### src/rtl/clock_core_if.sv
// rtl/clock_core_if.sv - time-load request/response bundle for clock_core
interface clock_core_if #(
    parameter int P_SEC_BIT  = 6,
    parameter int P_MIN_BIT  = 6,
    parameter int P_HOUR_BIT = 5
);
    logic                  load_valid;
    logic [P_SEC_BIT-1:0]  load_sec;
    logic [P_MIN_BIT-1:0]  load_min;
    logic [P_HOUR_BIT-1:0] load_hour;
    logic                  load_err;

    modport master (output load_valid, load_sec, load_min, load_hour, input load_err);
    modport slave  (input load_valid, load_sec, load_min, load_hour, output load_err);
endinterface

### src/rtl/clock_core.sv
// rtl/clock_core.sv - prescaled sec/min/hour time-of-day counter with 12/24h view and validated load
// Optional alarm comparator enabled by defining CLOCK_ALARM_EN.
module clock_core #(
    parameter int P_COUNT_BIT = 30,
    parameter int P_SEC_BIT   = 6,
    parameter int P_MIN_BIT   = 6,
    parameter int P_HOUR_BIT  = 5,
    parameter int P_HOURS     = 24
) (
    input  logic                   clk,
    input  logic                   reset_n,
    input  logic                   en,
    input  logic [P_COUNT_BIT-1:0] i_freq,
    input  logic                   mode_12h,
    clock_core_if.slave            ld,
    output logic [P_SEC_BIT-1:0]   sec,
    output logic [P_MIN_BIT-1:0]   min,
    output logic [P_HOUR_BIT-1:0]  hour,
    output logic                   pm,
    output logic                   sec_tic,
    output logic                   min_tic,
    output logic                   hour_tic,
    output logic                   day_tic,
    input  logic [P_HOUR_BIT-1:0]  alarm_hour,
    input  logic [P_MIN_BIT-1:0]   alarm_min,
    input  logic                   alarm_arm,
    output logic                   alarm_hit
);
    localparam logic [P_COUNT_BIT-1:0] CNT_ONE  = P_COUNT_BIT'(1);
    localparam logic [P_SEC_BIT-1:0]   SEC_MAX  = P_SEC_BIT'(59);
    localparam logic [P_MIN_BIT-1:0]   MIN_MAX  = P_MIN_BIT'(59);
    localparam logic [P_HOUR_BIT-1:0]  HOUR_MAX = P_HOUR_BIT'(P_HOURS - 1);
    localparam logic [P_HOUR_BIT-1:0]  HOUR_12  = P_HOUR_BIT'(12);

    logic [P_COUNT_BIT-1:0] cnt_q, cnt_d;
    logic [P_SEC_BIT-1:0]   sec_q, sec_d;
    logic [P_MIN_BIT-1:0]   min_q, min_d;
    logic [P_HOUR_BIT-1:0]  hour_q, hour_d;
    logic sec_tic_q, sec_tic_d, min_tic_q, min_tic_d;
    logic hour_tic_q, hour_tic_d, day_tic_q, day_tic_d;
    logic load_err_q, load_err_d;
    logic load_ok, wrap;

    assign load_ok = (ld.load_sec <= SEC_MAX) && (ld.load_min <= MIN_MAX) &&
                     (ld.load_hour <= HOUR_MAX);
    // A count already past a freshly lowered i_freq-1 wraps on the next enabled cycle.
    assign wrap    = (i_freq <= CNT_ONE) || (cnt_q >= i_freq - CNT_ONE);

    always_comb begin
        cnt_d      = cnt_q;
        sec_d      = sec_q;
        min_d      = min_q;
        hour_d     = hour_q;
        sec_tic_d  = 1'b0;
        min_tic_d  = 1'b0;
        hour_tic_d = 1'b0;
        day_tic_d  = 1'b0;
        load_err_d = 1'b0;
        if (ld.load_valid && load_ok) begin
            cnt_d  = '0;
            sec_d  = ld.load_sec;
            min_d  = ld.load_min;
            hour_d = ld.load_hour;
        end else begin
            load_err_d = ld.load_valid;
            if (en) begin
                if (wrap) begin
                    cnt_d     = '0;
                    sec_tic_d = 1'b1;
                    if (sec_q == SEC_MAX) begin
                        sec_d     = '0;
                        min_tic_d = 1'b1;
                        if (min_q == MIN_MAX) begin
                            min_d      = '0;
                            hour_tic_d = 1'b1;
                            if (hour_q == HOUR_MAX) begin
                                hour_d    = '0;
                                day_tic_d = 1'b1;
                            end else begin
                                hour_d = hour_q + P_HOUR_BIT'(1);
                            end
                        end else begin
                            min_d = min_q + P_MIN_BIT'(1);
                        end
                    end else begin
                        sec_d = sec_q + P_SEC_BIT'(1);
                    end
                end else begin
                    cnt_d = cnt_q + CNT_ONE;
                end
            end
        end
    end

    always_ff @(posedge clk or negedge reset_n) begin
        if (!reset_n) begin
            cnt_q      <= '0;
            sec_q      <= '0;
            min_q      <= '0;
            hour_q     <= '0;
            sec_tic_q  <= 1'b0;
            min_tic_q  <= 1'b0;
            hour_tic_q <= 1'b0;
            day_tic_q  <= 1'b0;
            load_err_q <= 1'b0;
        end else begin
            cnt_q      <= cnt_d;
            sec_q      <= sec_d;
            min_q      <= min_d;
            hour_q     <= hour_d;
            sec_tic_q  <= sec_tic_d;
            min_tic_q  <= min_tic_d;
            hour_tic_q <= hour_tic_d;
            day_tic_q  <= day_tic_d;
            load_err_q <= load_err_d;
        end
    end

`ifdef CLOCK_ALARM_EN
    logic alarm_hit_q, alarm_hit_d;

    // Only a counted minute rollover can fire; loads never raise min_tic_d.
    always_comb begin
        alarm_hit_d = min_tic_d && alarm_arm && (hour_d == alarm_hour) && (min_d == alarm_min);
    end

    always_ff @(posedge clk or negedge reset_n) begin
        if (!reset_n) alarm_hit_q <= 1'b0;
        else          alarm_hit_q <= alarm_hit_d;
    end

    assign alarm_hit = alarm_hit_q;
`else
    logic alarm_unused;
    assign alarm_unused = &{1'b0, alarm_hour, alarm_min, alarm_arm};
    assign alarm_hit    = 1'b0;
`endif

    always_comb begin
        hour = hour_q;
        if (mode_12h) begin
            if (hour_q == '0)          hour = HOUR_12;
            else if (hour_q > HOUR_12) hour = hour_q - HOUR_12;
        end
    end

    assign pm          = (hour_q >= HOUR_12);
    assign sec         = sec_q;
    assign min         = min_q;
    assign sec_tic     = sec_tic_q;
    assign min_tic     = min_tic_q;
    assign hour_tic    = hour_tic_q;
    assign day_tic     = day_tic_q;
    assign ld.load_err = load_err_q;
endmodule

### src/flat_wrapper.sv
// flat-port wrapper written by rule: the top's interface ports become plain ports
module clock_core_flat 
#(
    parameter int P_COUNT_BIT = 30,
    parameter int P_SEC_BIT   = 6,
    parameter int P_MIN_BIT   = 6,
    parameter int P_HOUR_BIT  = 5,
    parameter int P_HOURS     = 24
)
  (clk, reset_n, en, i_freq, mode_12h, sec, min, hour, pm, sec_tic, min_tic, hour_tic, day_tic, alarm_hour, alarm_min, alarm_arm, alarm_hit, ld_load_valid, ld_load_sec, ld_load_min, ld_load_hour, ld_load_err);
  clock_core_if #(.P_SEC_BIT(P_SEC_BIT), .P_MIN_BIT(P_MIN_BIT), .P_HOUR_BIT(P_HOUR_BIT)) ld_i ();
  input  logic clk;
  input  logic reset_n;
  input  logic en;
  input  logic [P_COUNT_BIT-1:0] i_freq;
  input  logic mode_12h;
  output logic [P_SEC_BIT-1:0] sec;
  output logic [P_MIN_BIT-1:0] min;
  output logic [P_HOUR_BIT-1:0] hour;
  output logic pm;
  output logic sec_tic;
  output logic min_tic;
  output logic hour_tic;
  output logic day_tic;
  input  logic [P_HOUR_BIT-1:0] alarm_hour;
  input  logic [P_MIN_BIT-1:0] alarm_min;
  input  logic alarm_arm;
  output logic alarm_hit;
  input wire logic [$bits(ld_i.load_valid)-1:0] ld_load_valid;
  input wire logic [$bits(ld_i.load_sec)-1:0] ld_load_sec;
  input wire logic [$bits(ld_i.load_min)-1:0] ld_load_min;
  input wire logic [$bits(ld_i.load_hour)-1:0] ld_load_hour;
  output wire logic [$bits(ld_i.load_err)-1:0] ld_load_err;
  assign ld_i.load_valid = ld_load_valid;
  assign ld_i.load_sec = ld_load_sec;
  assign ld_i.load_min = ld_load_min;
  assign ld_i.load_hour = ld_load_hour;
  assign ld_load_err = ld_i.load_err;
  clock_core #(.P_COUNT_BIT(P_COUNT_BIT), .P_SEC_BIT(P_SEC_BIT), .P_MIN_BIT(P_MIN_BIT), .P_HOUR_BIT(P_HOUR_BIT), .P_HOURS(P_HOURS)) u_core (.clk(clk), .reset_n(reset_n), .en(en), .i_freq(i_freq), .mode_12h(mode_12h), .ld(ld_i), .sec(sec), .min(min), .hour(hour), .pm(pm), .sec_tic(sec_tic), .min_tic(min_tic), .hour_tic(hour_tic), .day_tic(day_tic), .alarm_hour(alarm_hour), .alarm_min(alarm_min), .alarm_arm(alarm_arm), .alarm_hit(alarm_hit));
endmodule
### config.mk
export PLATFORM = sky130hd
export DESIGN_NAME = clock_core_flat
export DESIGN_NICKNAME = d
export VERILOG_FILES = /design/src/rtl/clock_core_if.sv /design/src/rtl/clock_core.sv /design/src/flat_wrapper.sv
export SDC_FILE = /design/constraint.sdc
export NUM_CORES = 1
export LEC_CHECK = 0
export ABC_CLOCK_PERIOD_IN_PS = 3300
export CAP_MARGIN = 20
export CORE_ASPECT_RATIO = 0.9
export CORE_MARGIN = 4
export CORE_UTILIZATION = 65
export DETAILED_ROUTE_END_ITERATION = 12
export DONT_BUFFER_PORTS = 1
export GPL_TIMING_DRIVEN = 0
export PLACE_DENSITY = 0.84
export SETUP_SLACK_MARGIN = 0.5
export SLEW_MARGIN = 20
export SYNTH_ARGS = -nofsm -noshare
export SYNTH_HDL_FRONTEND = slang
export SYNTH_SLANG_ARGS = --single-unit
### constraint.sdc
create_clock -name clk -period 3.3 [get_ports clk]
set_input_delay 0.825 -clock clk [delete_from_list [all_inputs] [get_ports clk]]
set_output_delay 0.825 -clock clk [all_outputs]
set_load 0.01 [all_outputs]
==> impl_metrics.csv <==
group,metric,value,unit
floorplan,dieArea,7780,um2
setup_path,worstSetupPathType,"in -> reg",
pwr,p_int,0.973,mW
floorplan,die_w,92.6,um
synth,synth_area_per_cell,8.28,um2
routing,route.detailed.drc,0,
sta,setup_viol,51,
pwr,swShare,32.9,%
routing,via_per_inst,6.91,
setup_path,r2r-end,"u_core.hour_q[0]",
pwr,powerDensity,290,nW/um2
setup_path,startpoint_type,"input pin",
sta,layout_setup_ws,-0.898,ns
pwr,ir_drop,0.361,mV
floorplan,die_h,84.1,um
synth,syn_inst,505,
outcome,run_status,"finished with violations",
floorplan,num_rows,27,
sta,hold_viol_final,0,
setup_path,crit_fanout,8,
global_routing,grt_pass1_vias,3900,
routing,post_drt_wl_per_cell,19.9,um
global_routing,grt_pass1_wl,18.1,mm
cts,cts_buffer_depth,2,
finish,nFillCells,372,
setup_path,end_kind,"flop",
setup_path,slowest_stage,"or4_4",
placed_design,place_ws,-1.42,ns
outcome,violations,"negative setup slack",
floorplan,start_util,67.7,%
synth,syn_area,4180,um2
synth,yosys_register_bits,52,
placed_design,io_buffers,0,
floorplan,coreArea,6180,um2
synth,synth_warnings,0,
sta,final.setup.tns,-41.87,ns
sta,fmax,238,MHz
synth,synth_edf_count,0,
routing,drtIter0Drc,487,
sta,skew,0.00551,ns
finish,final_core_util,81.0,%
setup_path,crit_buf_inv,2,
global_routing,grt_start_max_net_pins,53,
setup_path,slowest_delay,0.54,ns
synth,synthArstFlopShare,100,%
sta,worst_pin_slew,0.753,ns
setup_path,crit_arrival,4.40,ns
pwr,comb_power_share,22.4,%
pwr,p_sw,0.477,mW
cts,cts_root_buf,"clkbuf_8",
setup_path,reg2regPathDepth,9,
routing,drt-total-wl,12.4,mm
synth,synth_nets,609,
global_routing,overflow,0,
finish,n_antenna_cell,0,
setup_path,crit_chain,"or4_4, nand2b_4, or3_4, nor3_4, xnor2_1, ha_1, a21oi_2, nand2_1, a221oi_2, o211ai_1, buf_4, a211oi_4, clkbuf_8, nor4_2, a211o_1",
routing,ant_nets,0,
sta,relSlewSlack,49.4,%
setup_path,required,3.50,ns
setup_path,crit_family,"simple AND/OR/NAND/NOR gates",
cts,cts_tree,"built",
global_routing,antenna_found_initial,0,
cts,cts_buffers,5,
cts,cts.reportedPaths.clkPinSlew,0.09,ns
job,max_cap_viol_count,0,
cts,clock_sinks,52,
synth,synthFlopType,"dfrtp_1",
finish,area_delta_synth_final,19.7,%
floorplan,ios,88,
synth,seq_area_frac_synth,31.1,%
finish,final_layout_size_suffix_gt1_share,19.4,%
sta,period_needed,4.20,ns
finish,nets,639,
sta,period_share,127,%
setup_path,startpoint,"i_freq[14]",
routing,route.vias.total,4302,
pwr,p_total,1.45,mW
setup_path,r2r_slack,0.11,ns
cts,h-tree-depth,2,
placed_design,hpwl,8.03,mm
pwr,p_seq_share,51.3,%
pwr,pwr-share-clk,26.3,%
worst_hold_path,hold_path_class,"in -> async",
cts,clock_latency,0.31,ns
synth,synth_cell_types,52,
pwr,p_leak,1.98,nW
sta,rsz0062_at_grt,"true",
routing,dr.pass1.iters,8,
global_routing,track_usage,28.0,%
sta,drv_slew,0,
setup_path,r2r_start,"u_core.cnt_q[5]",
placed_design,gp_congestion,0.873,
## routing by layer
metal / vias up / GRT usage (%) / part of all wire, %
li1: 1909 / - / -
met1: 2067 / 37.3 / 38
met2: 284 / 46.0 / 48
met3: 42 / 5.95 / 11
met4: 0 / 7.96 / 2.5
met5: - / 0 / 0
## cell families (layout without fill, tap and decap cells)
| kind of cell | Yosys count | after routing | share of synthesized area (%) |
|---|---|---|---|
| DFF | 52 | 52 | 31.1 |
| other | 1 | 1 | 0.0897 |
| and+or+nand+nor | 245 | 245 | 29.9 |
| buffers and inverters | 31 | 62 | 3.02 |
| adders and majority gates | 40 | 40 | 12.0 |
| AOI/OAI and AO/OA | 83 | 83 | 12.8 |
| xor gates and xnor gates | 53 | 53 | 11.1 |
## worst max path at each step
stage / end / cells past startpoint / slack, ns
floorplan: u_core.min[2] / 13 / -0.79
global placement: u_core.hour_q[0] / 14 / -1.35
detailed placement: u_core.hour_q[0] / 14 / -1.42
CTS: u_core.hour_q[0] / 15 / -0.82
global route: u_core.hour_q[0] / 15 / -1.04
finish: u_core.hour_q[0] / 15 / -0.90
## state kept, by name, indices dropped and copies added, names as in the netlist
| name | cells |
|---|---|
| u_core.sec_tic | 1 |
| u_core.min | 6 |
| u_core.day_tic | 1 |
| u_core.cnt_q | 30 |
| u_core.hour_q | 5 |
| u_core.ld.load_err | 1 |
| u_core.min_tic | 1 |
| u_core.hour_tic | 1 |
| u_core.sec | 6 |
## cells in the mapped netlist (all sizes together), types with 3 or more instances
cell     n  area [um2]
xnor2   33         289
nand4   22         138
o21ai   24         124
a211o    3        26.3
and2     4        25.0
nand3   39         195
inv     14        52.6
nor3    15        75.1
buf      5        28.8
nand2   49         184
dfrtp   52        1300
and4     5        43.8
or4      8        63.8
and3     6        37.5
nand4b   4        35.0
clkbuf  12        45.0
or3      3        23.8
nor4    13        96.3
xor2    20         175
a31oi   15        93.8
nand2b   4        32.5
a21oi   18        90.1
ha      40         500
nor2    65         244
o211ai   4        30.0
o31ai    4        30.0
## cell type report
type / count / area, um2 / area share, %
flip-flops and latches: 52 / 1300 / 26.0
inverters: 14 / 52.6 / 1.05
clock inverters: 2 / 10.0 / 0.200
well taps: 87 / 109 / 2.17
clock buffers: 6 / 82.6 / 1.65
plain buffers: 17 / 118 / 2.35
repair buffers: 23 / 203 / 4.05
multi-input cells: 422 / 3130 / 62.5
## power by group through the flow
stage	sequential [mW]	combinational [mW]	clock (mW)
6_report	0.743	0.325	0.381
5_1_grt	0.752	0.360	0.407
4_1_cts	0.740	0.284	0.379
3_5_place_dp	0.752	0.278	0
3_3_place_gp	0.750	0.265	0
2_1_floorplan	0.735	0.223	0
## layout by cell type, fill, tap and decap left out, types with 5 or more instances in the layout
cell       n
dfrtp_1   52
nand2_1   47
nor2_1    40
ha_1      40
nand3_1   36
xnor2_1   32
nand4_1   22
xor2_1    20
nor2_4    17
a21oi_1   16
inv_1     14
a31oi_1   14
buf_4     14
o21ai_0   12
clkbuf_1  10
nor3_1     9
o21ai_1    9
buf_6      9
nor2_2     8
clkbuf_8   8
nor4_1     6
and3_1     6
nor4_4     5
or4_4      5
nor3_2     5
and4_1     5
## metrics by stage
| step | hold slack (ns) | std cells | cell area [um2] |
|---|---|---|---|
| 6_report | 0.203 | 623 | 5010 |
| 3_3_place_gp | 0.531 | 592 | 4360 |
| 5_1_grt | 0.189 | 623 | 5010 |
| 2_1_floorplan | 0.486 | 505 | 4250 |
| 4_1_cts | 0.199 | 613 | 4620 |
| 3_5_place_dp | 0.531 | 592 | 4360 |
## timing repair
action,CTS,global route
gates resized for setup,13,80
cloned,2,2
hold buffers,0,0
buffers inserted,11,8
setup endpoints to repair,51,52
hold endpoints to repair,0,0
pin swaps,8,8
Note: power is estimated with default switching activity, not from simulation.
